## config.mk

```make
export PLATFORM = sky130hd
export DESIGN_NAME = mem_access_ctrl
export DESIGN_NICKNAME = d
export VERILOG_FILES = /design/src/rtl/mem_access_ctrl.sv
export SDC_FILE = /design/constraint.sdc
export NUM_CORES = 1
export LEC_CHECK = 0
export BUFFER_PORTS_ARGS = -buffer_cell sky130_fd_sc_hd__buf_4
export CORE_UTILIZATION = 25
export CTS_BUF_LIST = sky130_fd_sc_hd__clkbuf_4
export CTS_CLUSTER_SIZE = 40
export DETAILED_ROUTE_END_ITERATION = 10
export PLACE_DENSITY = 0.53
export SETUP_SLACK_MARGIN = 0.3
export SYNTH_ARGS = -nofsm -noshare
export SYNTH_HDL_FRONTEND = slang
export SYNTH_SLANG_ARGS = --single-unit
```

## constraint.sdc

```tcl
create_clock -name clk_i -period 2.2 [get_ports clk_i]
set_clock_uncertainty 0.05 [all_clocks]
set_input_delay 0.11 -clock clk_i [delete_from_list [all_inputs] [get_ports clk_i]]
set_output_delay 0.11 -clock clk_i [all_outputs]
set_load 0.005 [all_outputs]
```

## src/rtl/mem_access_ctrl.sv

```systemverilog
// Shared memory port controller for the X-Makina core: arbitrates fetch and data requesters,
// completes exception-return, misaligned and PSW accesses locally, and sequences the rest to memory.
module mem_access_ctrl #(
  parameter logic [15:0] EXC_RET  = 16'hFFFF,
  parameter logic [15:0] PSW_ADDR = 16'hFFFC,
  parameter int unsigned TIMEOUT  = 15
) (
  input  logic        clk_i,
  input  logic        rst_n_i,
  input  logic        ifReq_i,
  input  logic [15:0] ifAddr_i,
  output logic        ifAck_o,
  output logic [15:0] ifData_o,
  output logic [1:0]  ifFault_o,
  output logic        excRet_o,
  input  logic        dReq_i,
  input  logic        dWrite_i,
  input  logic        dByte_i,
  input  logic [15:0] dAddr_i,
  input  logic [15:0] dWData_i,
  output logic        dAck_o,
  output logic [15:0] dRData_o,
  output logic [1:0]  dFault_o,
  input  logic [15:0] pswData_i,
  output logic [15:0] pswWData_o,
  output logic        pswWe_o,
  output logic        memEn_o,
  output logic        memWe_o,
  output logic [15:0] memAddr_o,
  output logic [15:0] memWData_o,
  output logic [1:0]  memLanes_o,
  input  logic [15:0] memRData_i,
  input  logic        memRdy_i
);

  typedef enum logic [1:0] {S_IDLE, S_MEM, S_RESP} state_t;
  typedef enum logic [1:0] {F_NONE = 2'd0, F_MISALIGN = 2'd1, F_TIMEOUT = 2'd2} fault_t;

  state_t      r_state, w_next_state;
  logic        r_last_data, r_sel_data, r_we, r_byte, r_exc, r_psw_we;
  logic [15:0] r_addr, r_wdata, r_psw_wdata, r_if_data, r_d_data;
  logic [1:0]  r_if_fault, r_d_fault;
  logic [3:0]  r_cnt;

  logic        w_grant, w_g_data, w_g_byte, w_g_write;
  logic        w_is_exc, w_is_mis, w_is_psw, w_local, w_timeout;
  logic        w_resp_load, w_resp_data_port, w_in_mem, w_in_resp;
  logic [15:0] w_g_addr, w_rd_lane, w_resp_data;
  fault_t      w_resp_fault;

  always_comb begin
    // NOTE: every signal gets a default before the case so no path leaves it unassigned and infers a latch.
    w_next_state     = r_state;
    w_resp_load      = 1'b0;
    w_resp_data_port = r_sel_data;
    w_resp_data      = '0;
    w_resp_fault     = F_NONE;

    // Data wins a tie unless it was the last requester served.
    w_g_data  = dReq_i && (!ifReq_i || !r_last_data);
    w_grant   = (r_state == S_IDLE) && (ifReq_i || dReq_i);
    w_g_addr  = w_g_data ? dAddr_i : ifAddr_i;
    w_g_byte  = w_g_data && dByte_i;
    w_g_write = w_g_data && dWrite_i;
    w_is_exc  = !w_g_data && (ifAddr_i == EXC_RET);
    w_is_mis  = !w_is_exc && !w_g_byte && w_g_addr[0];
    w_is_psw  = w_g_data && !w_is_mis && (dAddr_i == PSW_ADDR);
    w_local   = w_is_exc || w_is_mis || w_is_psw;
    w_timeout = (r_cnt == 4'(TIMEOUT));
    w_rd_lane = r_addr[0] ? {8'h00, memRData_i[15:8]} : {8'h00, memRData_i[7:0]};

    case (r_state)
      S_IDLE: begin
        if (w_grant) begin
          w_next_state     = w_local ? S_RESP : S_MEM;
          w_resp_load      = w_local;
          w_resp_data_port = w_g_data;
          if (w_is_mis)
            w_resp_fault = F_MISALIGN;
          else if (w_is_psw && !dWrite_i)
            w_resp_data = dByte_i ? {8'h00, pswData_i[7:0]} : pswData_i;
        end
      end
      S_MEM: begin
        if (memRdy_i) begin
          w_next_state = S_RESP;
          w_resp_load  = 1'b1;
          w_resp_data  = r_byte ? w_rd_lane : memRData_i;
        end else if (w_timeout) begin
          w_next_state = S_RESP;
          w_resp_load  = 1'b1;
          w_resp_fault = F_TIMEOUT;
        end
      end
      S_RESP:  w_next_state = S_IDLE;
      default: w_next_state = S_IDLE;
    endcase
  end

  always_ff @(posedge clk_i or negedge rst_n_i) begin
    if (!rst_n_i) r_state <= S_IDLE;
    else          r_state <= w_next_state;
  end

  always_ff @(posedge clk_i or negedge rst_n_i) begin
    if (!rst_n_i) begin
      r_last_data <= 1'b0;
      r_sel_data  <= 1'b0;
      r_we        <= 1'b0;
      r_byte      <= 1'b0;
      r_exc       <= 1'b0;
      r_psw_we    <= 1'b0;
      r_addr      <= '0;
      r_wdata     <= '0;
      r_psw_wdata <= '0;
      r_if_data   <= '0;
      r_d_data    <= '0;
      r_if_fault  <= '0;
      r_d_fault   <= '0;
      r_cnt       <= '0;
    end else begin
      // NOTE: non-blocking assignments make every register sample pre-edge values, independent of statement order.
      if (w_grant) begin
        r_last_data <= w_g_data;
        r_sel_data  <= w_g_data;
        r_addr      <= w_g_addr;
        r_wdata     <= dWData_i;
        r_we        <= w_g_write;
        r_byte      <= w_g_byte;
        r_exc       <= w_is_exc;
        r_psw_we    <= w_is_psw && dWrite_i;
        r_cnt       <= '0;
        if (w_is_psw && dWrite_i)
          r_psw_wdata <= dByte_i ? {pswData_i[15:8], dWData_i[7:0]} : dWData_i;
      end else if (r_state == S_MEM) begin
        r_cnt <= r_cnt + 4'd1;
      end

      // Only the granted port's result registers change; the other port holds its last response.
      if (w_resp_load) begin
        if (w_resp_data_port) begin
          r_d_data  <= w_resp_data;
          r_d_fault <= w_resp_fault;
        end else begin
          r_if_data  <= w_resp_data;
          r_if_fault <= w_resp_fault;
        end
      end
    end
  end

  assign w_in_mem  = (r_state == S_MEM);
  assign w_in_resp = (r_state == S_RESP);

  assign memEn_o    = w_in_mem;
  assign memWe_o    = w_in_mem && r_we;
  assign memAddr_o  = w_in_mem ? r_addr : '0;
  assign memWData_o = (w_in_mem && r_we) ? (r_byte ? {2{r_wdata[7:0]}} : r_wdata) : '0;
  assign memLanes_o = !w_in_mem ? 2'd0 : !r_byte ? 2'd3 : r_addr[0] ? 2'd2 : 2'd1;

  assign ifAck_o    = w_in_resp && !r_sel_data;
  assign dAck_o     = w_in_resp && r_sel_data;
  assign excRet_o   = w_in_resp && r_exc;
  assign pswWe_o    = w_in_resp && r_psw_we;
  assign pswWData_o = r_psw_wdata;
  assign ifData_o   = r_if_data;
  assign ifFault_o  = r_if_fault;
  assign dRData_o   = r_d_data;
  assign dFault_o   = r_d_fault;

endmodule

```

==> results of run 1 <==
## cell usage in the layout (no fill, tap or decap), drive strengths merged, types with 8 or more instances in the layout
| cell type | count |
|---|---|
| buf | 207 |
| mux2i | 19 |
| dlygate4sd3 | 68 |
| o31ai | 9 |
| nand2b | 9 |
| clkbuf | 12 |
| nand2 | 106 |
| a31oi | 17 |
| nand3 | 13 |
| o22ai | 9 |
| mux2 | 59 |
| and2 | 18 |
| and3 | 8 |
| dfrtp | 96 |
| nor2 | 29 |
## cell families (layout without fill, tap and decap cells)
kind of cell,Yosys count,count (layout)
AO/OA/AOI/OAI,56,56
AND/OR/NAND/NOR,200,200
adder cells (fa/ha/maj),1,1
flip-flops,96,96
buffers and inverters,33,300
multiplexers,78,78
## report_power, final
group          leakage [nW]  switching [W]  internal [W]
Clock                0.0679       0.000638      0.000234
Combinational          2.56        0.00169       0.00196
Sequential             1.25       0.000445       0.00236
Total                  3.88        0.00278       0.00456
## layer usage
| metal | part of all wire, % | global-route usage [%] | vias to the layer above |
|---|---|---|---|
| met1 | 45 | 22.1 | 2232 |
| met3 | 5.5 | 3.26 | 19 |
| met2 | 47 | 28.3 | 158 |
| met5 | 0 | 0 | - |
| li1 | - | - | 2144 |
| met4 | 1.7 | 6.01 | 0 |
## through the flow
stage | setup slack, ns | total power, W
after floorplan | 0.313 | 0.00441
after global placement | 0.215 | 0.00584
after detailed placement | 0.182 | 0.00591
after CTS | 0.226 | 0.00718
after global routing | 0.265 | 0.00785
final | 0.322 | 0.00734
## cell usage after synthesis (all sizes together) (2+ instances only)
library cell  count
o211ai            2
and3              8
clkbuf           20
a22o              2
o21ai             6
nor3              3
o31ai             9
nand2           106
a21oi             4
dfrtp            96
mux2             59
mux2i            19
nand2b            9
nor2             29
inv               4
nand3            13
and2             18
nand4             6
nor2b             3
buf               9
o22ai             9
a31oi            17
or4               2
## path summary, 6_finish.rpt
path / slack [ns] / cells past startpoint / endpoint
min in group asynchronous: 0.12 / 2 / ifData_o[9]
hold / removal: 0.07 / 2 / r_byte
setup reg to reg: 0.32 / 6 / pswWData_o[7]
hold reg to reg: 0.44 / 2 / r_psw_we
max in group asynchronous: 1.25 / 3 / r_state[0]
setup / recovery: 0.32 / 6 / pswWData_o[7]
## repair_timing
| item | CTS | global route |
|---|---|---|
| endpoints found under the hold margin | 110 | 0 |
| gates resized for setup | 9 | 30 |
| setup endpoints to repair | 71 | 80 |
| gates cloned | 2 | 3 |
| setup buffers | 3 | 9 |
| pin swaps | 0 | 5 |
| hold buffers | 70 | 0 |
## state kept, by name, summed over array words and instances (netlist names)
name and cells:
r_byte 1, r_we 1, r_last_data 1, pswWData_o 16
r_state 2, r_exc 1, r_psw_we 1, r_addr 16
dFault_o 2, r_sel_data 1, r_cnt 4, dRData_o 16
r_wdata 16, ifFault_o 2, ifData_o 16
## final cells by class
type | count | area, um^2
clock buffer | 9 | 67.6
clock inverter | 7 | 45.0
fill | 1869 | 11100
inverter | 4 | 20.0
multi-input combinational | 335 | 2330
sequential | 96 | 2410
tap | 234 | 293
timing repair buffer | 280 | 2480
## critical path: stages (launching register included)
cell	delay, ns
dfrtp_2	0.45
buf_4	0.15
nor2_4	0.14
nand2_2	0.12
or3_4	0.40
buf_12	0.18
mux2_4	0.31
==> flow_summary_export.csv, run 1 <==
group,metric,value,unit
run_status,outcome,"finished clean",
cells_and_area,layout.cells.non_filler,965,
clock_network,clk_latency,0.45,ns
logic_synthesis,synth_async_sr_flop_share,100,%
floorplanning,fp.dieArea,19800,um^2
sta,slew_headroom,61.6,%
routing,vias_per_cell,4.72,
global_routing,grtUsageTotal,17.0,%
placed_design,io_buffer_count,178,
global_routing,grt_overflow_total,0,
logic_synthesis,synth-seq-cells,96,
sta,fin_crit,1.88,ns
sta,worst_pin_slew,0.577,ns
global_routing,grt_pass1_vias,4657,
logic_synthesis,synth_compound_area_share,7.99,%
sta,fmaxAchievable,532,MHz
hold_path,min_from,"dByte_i",
sta,hold_viol_final,0,
global_routing,grt_pass1_wl,25.7,mm
critical_path,crit_type,"flop to flop",
critical_path,critical_path.startpoint,"r_state[1]",
critical_path,reg2reg_from,"r_state[1]",
logic_synthesis,ys.flop_type,"dfrtp_1",
critical_path,required,2.51,ns
logic_synthesis,synth_fa_ha_area_share,0.260,%
clock_network,clk_path_buf_depth,2,
cells_and_area,fin_nets,814,
global_routing,grt_max_degree,57,
floorplanning,die_x,141,um
logic_synthesis,synth.top_cell.area_share,50.0,%
clock_network,cts_root_buffer,"clkbuf_4",
cells_and_area,n_antenna_cell,0,
floorplanning,die_h,141,um
placed_design,place_area,6450,um^2
placed_design,dp_cells,862,
power_and_ir_drop,ir_worst_vdd,0.000390,V
logic_synthesis,synth_edf_count,0,
critical_path,cp-start-kind,"flop",
logic_synthesis,synth_largest_area_cell,"dfrtp_1",
critical_path,cp-end-kind,"flop",
placed_design,dp_hpwl,11.8,mm
routing,drt_wl_total,16.9,mm
cells_and_area,finish.instance_area,7640,um^2
sta,fin_hold_ws,0.0654,ns
logic_synthesis,synthMuxAreaShare,19.3,%
routing,dr.first_iter.drc_count,197,
sta,finalSetupViolations,0,
clock_network,clock_sinks,96,
power_and_ir_drop,p_per_area,961,nW/um^2
logic_synthesis,ys_seq_area_share,50.0,%
sta,tns,0,ns
routing,dr_total_vias,4553,
routing,wl_per_cell,17.5,um
critical_path,worstPathMaxFanout,17,
clock_network,cts_made_buffers,9,
placed_design,globalplace.congestion,0.843,
global_routing,antenna_found_initial,0,
routing,first_pass_iters,4,
floorplanning,rows,50,
logic_synthesis,synth_fp_nets,552,
sta,period_share,85.4,%
logic_synthesis,netlist_top_cells_area,"dfrtp_1 50%, mux2_2 9.4%, nand2_1 8.3%",
logic_synthesis,synthXorXnorAreaFrac,0,%
floorplanning,core,18800,um^2
logic_synthesis,netlist_instances,464,
cells_and_area,final_layout_size_suffix_gt1_share,42.8,%
run,max_cap_violations,0,
floorplanning,start_util,25.6,%
critical_path,critical_path_arrival,2.19,ns
logic_synthesis,avgSynthCellArea,10.4,um^2
logic_synthesis,netlist_area,4810,um^2
logic_synthesis,synth_top_family_by_area,"multiplexers",
clock_network,htree_num_levels,3,
sta,slew_viol_final,0,
power_and_ir_drop,p_leak,3.88,nW
hold_path,hp-class,"input pin to flop",
cells_and_area,areaGrowthSynthToFinish,58.9,%
routing,drc,0,
cells_and_area,final_util,40.7,%
sta,grt_setup_unrepaired,"yes",
clock_network,cts.clk_slew.worst_paths,0.15,ns
floorplanning,ios,179,
logic_synthesis,yosys_warnings,0,
logic_synthesis,ys_types,41,
routing,final_antenna_net_count,0,
logic_synthesis,synth-simple-area-share,18.9,%
clock_network,cts_tree,"built",
Power figures use the tool's default switching activity.
==> run 2: changes to the inputs <==
BUFFER_PORTS_ARGS = -buffer_cell sky130_fd_sc_hd__clkbuf_2   (was -buffer_cell sky130_fd_sc_hd__buf_4)
==> run 2 against run 1 <==
Against the previous run:
- sequential power barely moved
- total power decreased by 2.5%
- utilization down 2.6 points
- fmax decreased by 0.65%
- critical endpoint is now pswWData_o[8]
- flip-flop and latch count unchanged
- clock power is 17% higher
- non-clock buffer count is 8 lower
- critical path type is now input pin to flop
==> flow_summary_export.csv, run 2 (same netlist as run 1, synthesis figures left out) <==
group,metric,value,unit
global_routing,grt_pass1_vias,4454,
cells_and_area,fin_nets,807,
critical_path,critical_path_arrival,2.22,ns
floorplanning,rows,50,
clock_network,htree_num_levels,3,
power_and_ir_drop,finalPower,0.00715,W
hold_path,min_from,"dReq_i",
sta,finalSetupViolations,0,
critical_path,required,2.53,ns
power_and_ir_drop,power_frac_comb,46.4,%
sta,period_share,85.9,%
critical_path,crit_path_top_delay_cell,"dlygate4sd3_1",
critical_path,cpPeakStageDelay,0.52,ns
run_status,outcome,"finished clean",
power_and_ir_drop,p_per_area,1000,nW/um^2
routing,first_pass_iters,4,
critical_path,worstPathMaxFanout,17,
routing,wl_per_cell,17.1,um
cells_and_area,areaGrowthSynthToFinish,48.6,%
global_routing,grtUsageTotal,16.6,%
power_and_ir_drop,p_clk_share,14.3,%
floorplanning,start_util,25.6,%
sta,hold_viol_final,0,
critical_path,cp-start-kind,"input pin",
sta,fin_crit,1.89,ns
sta,fin_hold_ws,0.0633,ns
cells_and_area,n_antenna_cell,0,
placed_design,globalplace.congestion,0.766,
sta,slew_headroom,62.7,%
cells_and_area,final_layout_size_suffix_gt1_share,42.0,%
sta,fmaxAchievable,529,MHz
power_and_ir_drop,p_seq_share,39.3,%
routing,vias_per_cell,4.62,
critical_path,r2r_slack,0.35,ns
clock_network,clock_sinks,96,
power_and_ir_drop,netSwitchingFraction,39.0,%
routing,dr_total_vias,4429,
hold_path,hold_end,"r_sel_data",
critical_path,critical_path.cell_chain,"dlygate4sd3_1 -> clkbuf_2 -> nand4bb_1 -> or4_4 -> or3_4 -> buf_12 -> mux2_4",
sta,grt_setup_unrepaired,"yes",
floorplanning,fp.dieArea,19800,um^2
placed_design,place_area,6030,um^2
sta,worst_pin_slew,0.559,ns
global_routing,grt_overflow_total,0,
clock_network,cts.clk_slew.worst_paths,0.16,ns
clock_network,clk_path_buf_depth,2,
global_routing,grt_pass1_wl,25.0,mm
placed_design,dp_hpwl,11.4,mm
power_and_ir_drop,ir_worst_vdd,0.000322,V
global_routing,grt_max_degree,58,
critical_path,cp-end-kind,"flop",
power_and_ir_drop,p_leak,3.67,nW
routing,drt_wl_total,16.4,mm
cells_and_area,finish.instance_area,7140,um^2
global_routing,antenna_found_initial,0,
hold_path,hold_path_depth,4,
critical_path,crit_type,"input pin to flop",
clock_network,cts_root_buffer,"clkbuf_4",
power_and_ir_drop,p_switching,0.00279,W
routing,drc,0,
clock_network,cts_made_buffers,9,
floorplanning,ios,179,
floorplanning,core,18800,um^2
routing,dr.first_iter.drc_count,229,
sta,slew_viol_final,0,
clock_network,clk_latency,0.47,ns
placed_design,io_buffer_count,178,
floorplanning,die_x,141,um
hold_path,hp-class,"input pin to flop",
critical_path,r2r.worst_path.cells,7,
critical_path,reg2reg_to,"ifData_o[3]",
cells_and_area,final_common_cell,"clkbuf_2",
power_and_ir_drop,internal_power,0.00436,W
clock_network,cts_tree,"built",
cells_and_area,layout_common_cells,"177 x clkbuf_2, 103 x nand2_1, 94 x dfrtp_1, 71 x dlygate4sd3_1, 40 x mux2_2",
run,max_cap_violations,0,
floorplanning,die_h,141,um
routing,final_antenna_net_count,0,
critical_path,reg2reg_from,"r_state[1]",
sta,tns,0,ns
## run 2: through the flow
stage	utilization [%]	setup WS [ns]	cells
2_1_floorplan	-	0.313	464
3_3_place_gp	32.1	0.169	864
3_5_place_dp	32.1	0.129	864
4_1_cts	37.1	0.266	954
5_1_grt	38.0	0.281	958
6_report	38.0	0.310	958
## run 2: cell type report
type	instances	area (um^2)
fillers	1887	11600
flip-flops and latches	96	2400
multi-input cells	336	2350
repair buffers	272	1920
well taps	234	293
clock buffers	10	75.1
clock inverters	6	66.3
inverters	4	27.5
## run 2: what timing repair did
action                                  4_1_cts  5_1_grt
pin swaps                                     1        3
cloned                                        1        4
endpoints found under the setup margin       47       68
endpoints found under the hold margin       129        0
hold buffers                                 71        0
buffers inserted                              2        0
resized for setup                             9       28
## run 2: metal layers
layer	vias up	GRT usage [%]	wire [um]
met2	141	27.2	7750
met4	0	5.15	204
li1	2128	-	-
met3	13	3.13	820
met1	2147	22.2	7580
met5	-	0	0
## run 2: worst max path at each step
stage	startpoint	endpoint	slack, ns	cells past startpoint
2_1_floorplan	r_last_data	pswWData_o[10]	0.31	6
3_3_place_gp	dAddr_i[15]	pswWData_o[8]	0.17	6
3_5_place_dp	dAddr_i[15]	pswWData_o[8]	0.13	6
4_1_cts	r_state[1]	memAddr_o[12]	0.27	5
5_1_grt	r_state[1]	memWData_o[8]	0.28	6
6_report	dAddr_i[2]	pswWData_o[8]	0.31	7
## run 2: worst max-delay path, delay by kind of cell
family | cells | cell delay [ns]
simple gates | 3 | 0.98
buf+inv | 3 | 0.82
mux | 1 | 0.30
## run 2: power groups by stage
stage | logic [W] | clock network (W) | registers [W]
detailed placement | 0.00283 | 0 | 0.00280
floorplan | 0.00171 | 0 | 0.00270
CTS | 0.00311 | 0.00107 | 0.00277
global route | 0.00366 | 0.00114 | 0.00290
global placement | 0.00281 | 0 | 0.00280
finish | 0.00332 | 0.00102 | 0.00281
==> run 3: changes to the inputs <==
CORE_MARGIN = 8   (was not set)
==> run 3 against run 2 <==
Against the previous run:
- register-to-register slack worse by 0.03 ns
- first-iteration DRC count is 1.7% higher
- non-clock buffer count is 12 higher
- largest power group unchanged
==> flow_summary_export.csv, run 3 (same netlist as run 1, synthesis figures left out) <==
group,metric,value,unit
routing,vias_per_cell,4.58,
global_routing,grt_max_degree,41,
clock_network,cts_root_buffer,"clkbuf_4",
power_and_ir_drop,internal_power,0.00471,W
sta,tns,0,ns
power_and_ir_drop,p_seq_share,37.2,%
critical_path,worstPathMaxFanout,8,
power_and_ir_drop,power_frac_comb,47.0,%
global_routing,grt_overflow_total,0,
floorplanning,die_h,155,um
power_and_ir_drop,p_clk_share,15.8,%
clock_network,clk_latency,0.48,ns
placed_design,io_buffer_count,178,
global_routing,antenna_found_initial,0,
power_and_ir_drop,p_per_area,1030,nW/um^2
critical_path,critical_path.startpoint,"dAddr_i[7]",
routing,first_pass_iters,4,
global_routing,grt_pass1_vias,4668,
critical_path,critical_path_arrival,2.24,ns
routing,drt_wl_total,17.9,mm
clock_network,cts_made_buffers,9,
power_and_ir_drop,p_leak,3.79,nW
sta,slew_viol_final,0,
floorplanning,start_util,25.6,%
critical_path,crit_type,"input pin to flop",
clock_network,clock_sinks,96,
critical_path,reg2reg_from,"r_state[1]",
hold_path,hold_end,"r_addr[2]",
clock_network,cts_tree,"built",
hold_path,min_from,"dAddr_i[2]",
power_and_ir_drop,ir_worst_vdd,0.000419,V
critical_path,crit_path_top_delay_cell,"dlygate4sd3_1",
placed_design,dp_hpwl,12.9,mm
floorplanning,die_x,155,um
critical_path,cpPeakStageDelay,0.53,ns
placed_design,globalplace.congestion,0.775,
sta,worst_pin_slew,0.573,ns
hold_path,hold_path_depth,4,
routing,dr_total_vias,4432,
placed_design,dp_slack,0.168,ns
sta,period_share,87.0,%
cells_and_area,register_area,2400,um^2
floorplanning,rows,50,
cells_and_area,n_antenna_cell,0,
sta,fin_crit,1.91,ns
critical_path,reg2reg_to,"pswWData_o[12]",
critical_path,required,2.52,ns
run_status,outcome,"finished clean",
clock_network,clk_path_buf_depth,2,
cells_and_area,areaGrowthSynthToFinish,53.1,%
clock_network,htree_num_levels,3,
critical_path,r2r.worst_path.cells,6,
cells_and_area,final_common_cell,"clkbuf_2",
power_and_ir_drop,p_switching,0.00284,W
sta,fin_ws,0.285,ns
cells_and_area,fin_nets,819,
clock_network,cts.clk_slew.worst_paths,0.17,ns
floorplanning,ios,179,
sta,finalSetupViolations,0,
sta,fmaxAchievable,522,MHz
cells_and_area,layout_common_cells,"174 x clkbuf_2, 102 x nand2_1, 95 x dfrtp_1, 68 x dlygate4sd3_1, 40 x mux2_2",
run,max_cap_violations,0,
sta,hold_viol_final,0,
hold_path,hp-class,"input pin to flop",
cells_and_area,fillers,1872,
global_routing,grtUsageTotal,14.5,%
cells_and_area,multiInputGateArea,2380,um^2
routing,wl_per_cell,18.5,um
sta,slew_headroom,61.8,%
routing,final_antenna_net_count,0,
cells_and_area,final_layout_size_suffix_gt1_share,43.7,%
critical_path,r2r_slack,0.32,ns
power_and_ir_drop,netSwitchingFraction,37.6,%
routing,drc,0,
floorplanning,fp.dieArea,23900,um^2
critical_path,critical_path.cell_chain,"dlygate4sd3_1 -> buf_2 -> nand4bb_1 -> or4_4 -> or3_4 -> clkbuf_16 -> mux2_4",
routing,dr.first_iter.drc_count,233,
critical_path,cp-start-kind,"input pin",
critical_path,cp-end-kind,"flop",
floorplanning,core,18800,um^2
global_routing,grt_pass1_wl,27.0,mm
sta,grt_setup_unrepaired,"yes",
run 3: area by class of cell:
cell class / count / area share [%]
Clock buffer: 10 / 1.02
Clock inverter: 4 / 1.29
Inverter: 4 / 0.272
Multi-Input combinational cell: 336 / 32.4
Sequential cell: 96 / 32.7
Tap cell: 234 / 3.98
Timing Repair Buffer: 284 / 28.4
run 3: per-layer routing:
layer,vias up,track usage [%],share of wire [%]
li1,2138,-,-
met1,2148,18.5,46
met2,132,23.6,47
met3,14,3.87,5.8
met4,0,4.39,1.3
met5,-,0,0
run 3: per-stage QoR:
step           hold WS [ns]  total power (W)  utilization [%]  instance area [um^2]  instances
6_report             0.0663          0.00754             39.2                  7360        968
5_1_grt              0.0428          0.00806             39.2                  7360        968
4_1_cts              0.0346          0.00736             37.9                  7100        955
3_5_place_dp         0.0957          0.00572             32.3                  6050        866
3_3_place_gp         0.0989          0.00569             32.3                  6050        866
2_1_floorplan        -0.236          0.00441                -                  4820        464
run 3: worst max-delay path by stage:
stage | to | slack, ns | cells past startpoint
after CTS | memAddr_o[8] | 0.26 | 5
after global placement | pswWData_o[13] | 0.20 | 6
after floorplan | pswWData_o[10] | 0.31 | 6
after detailed placement | pswWData_o[11] | 0.17 | 6
final | pswWData_o[12] | 0.29 | 7
after global routing | memAddr_o[1] | 0.26 | 6
run 3: what timing repair did:
action                                  CTS  global route
gates resized for setup                  23            24
pin swaps                                 0             5
gates cloned                              2             4
hold buffers                             69             0
endpoints found under the hold margin   135             0
endpoints found under the setup margin   56            67
setup buffers                             4             9
run 3: power by group through the flow:
stage	clock (W)	sequential [W]	combinational [W]
after floorplan	0	0.00270	0.00171
after global placement	0	0.00280	0.00289
after detailed placement	0	0.00281	0.00291
after CTS	0.00123	0.00278	0.00335
after global routing	0.00128	0.00288	0.00389
final	0.00119	0.00281	0.00355
run 3: worst max-delay path, delay by kind of cell:
| family | cells | cell delay [ns] |
|---|---|---|
| multiplexers | 1 | 0.29 |
| buffers and inverters | 3 | 0.84 |
| AND/OR/NAND/NOR | 3 | 1.00 |
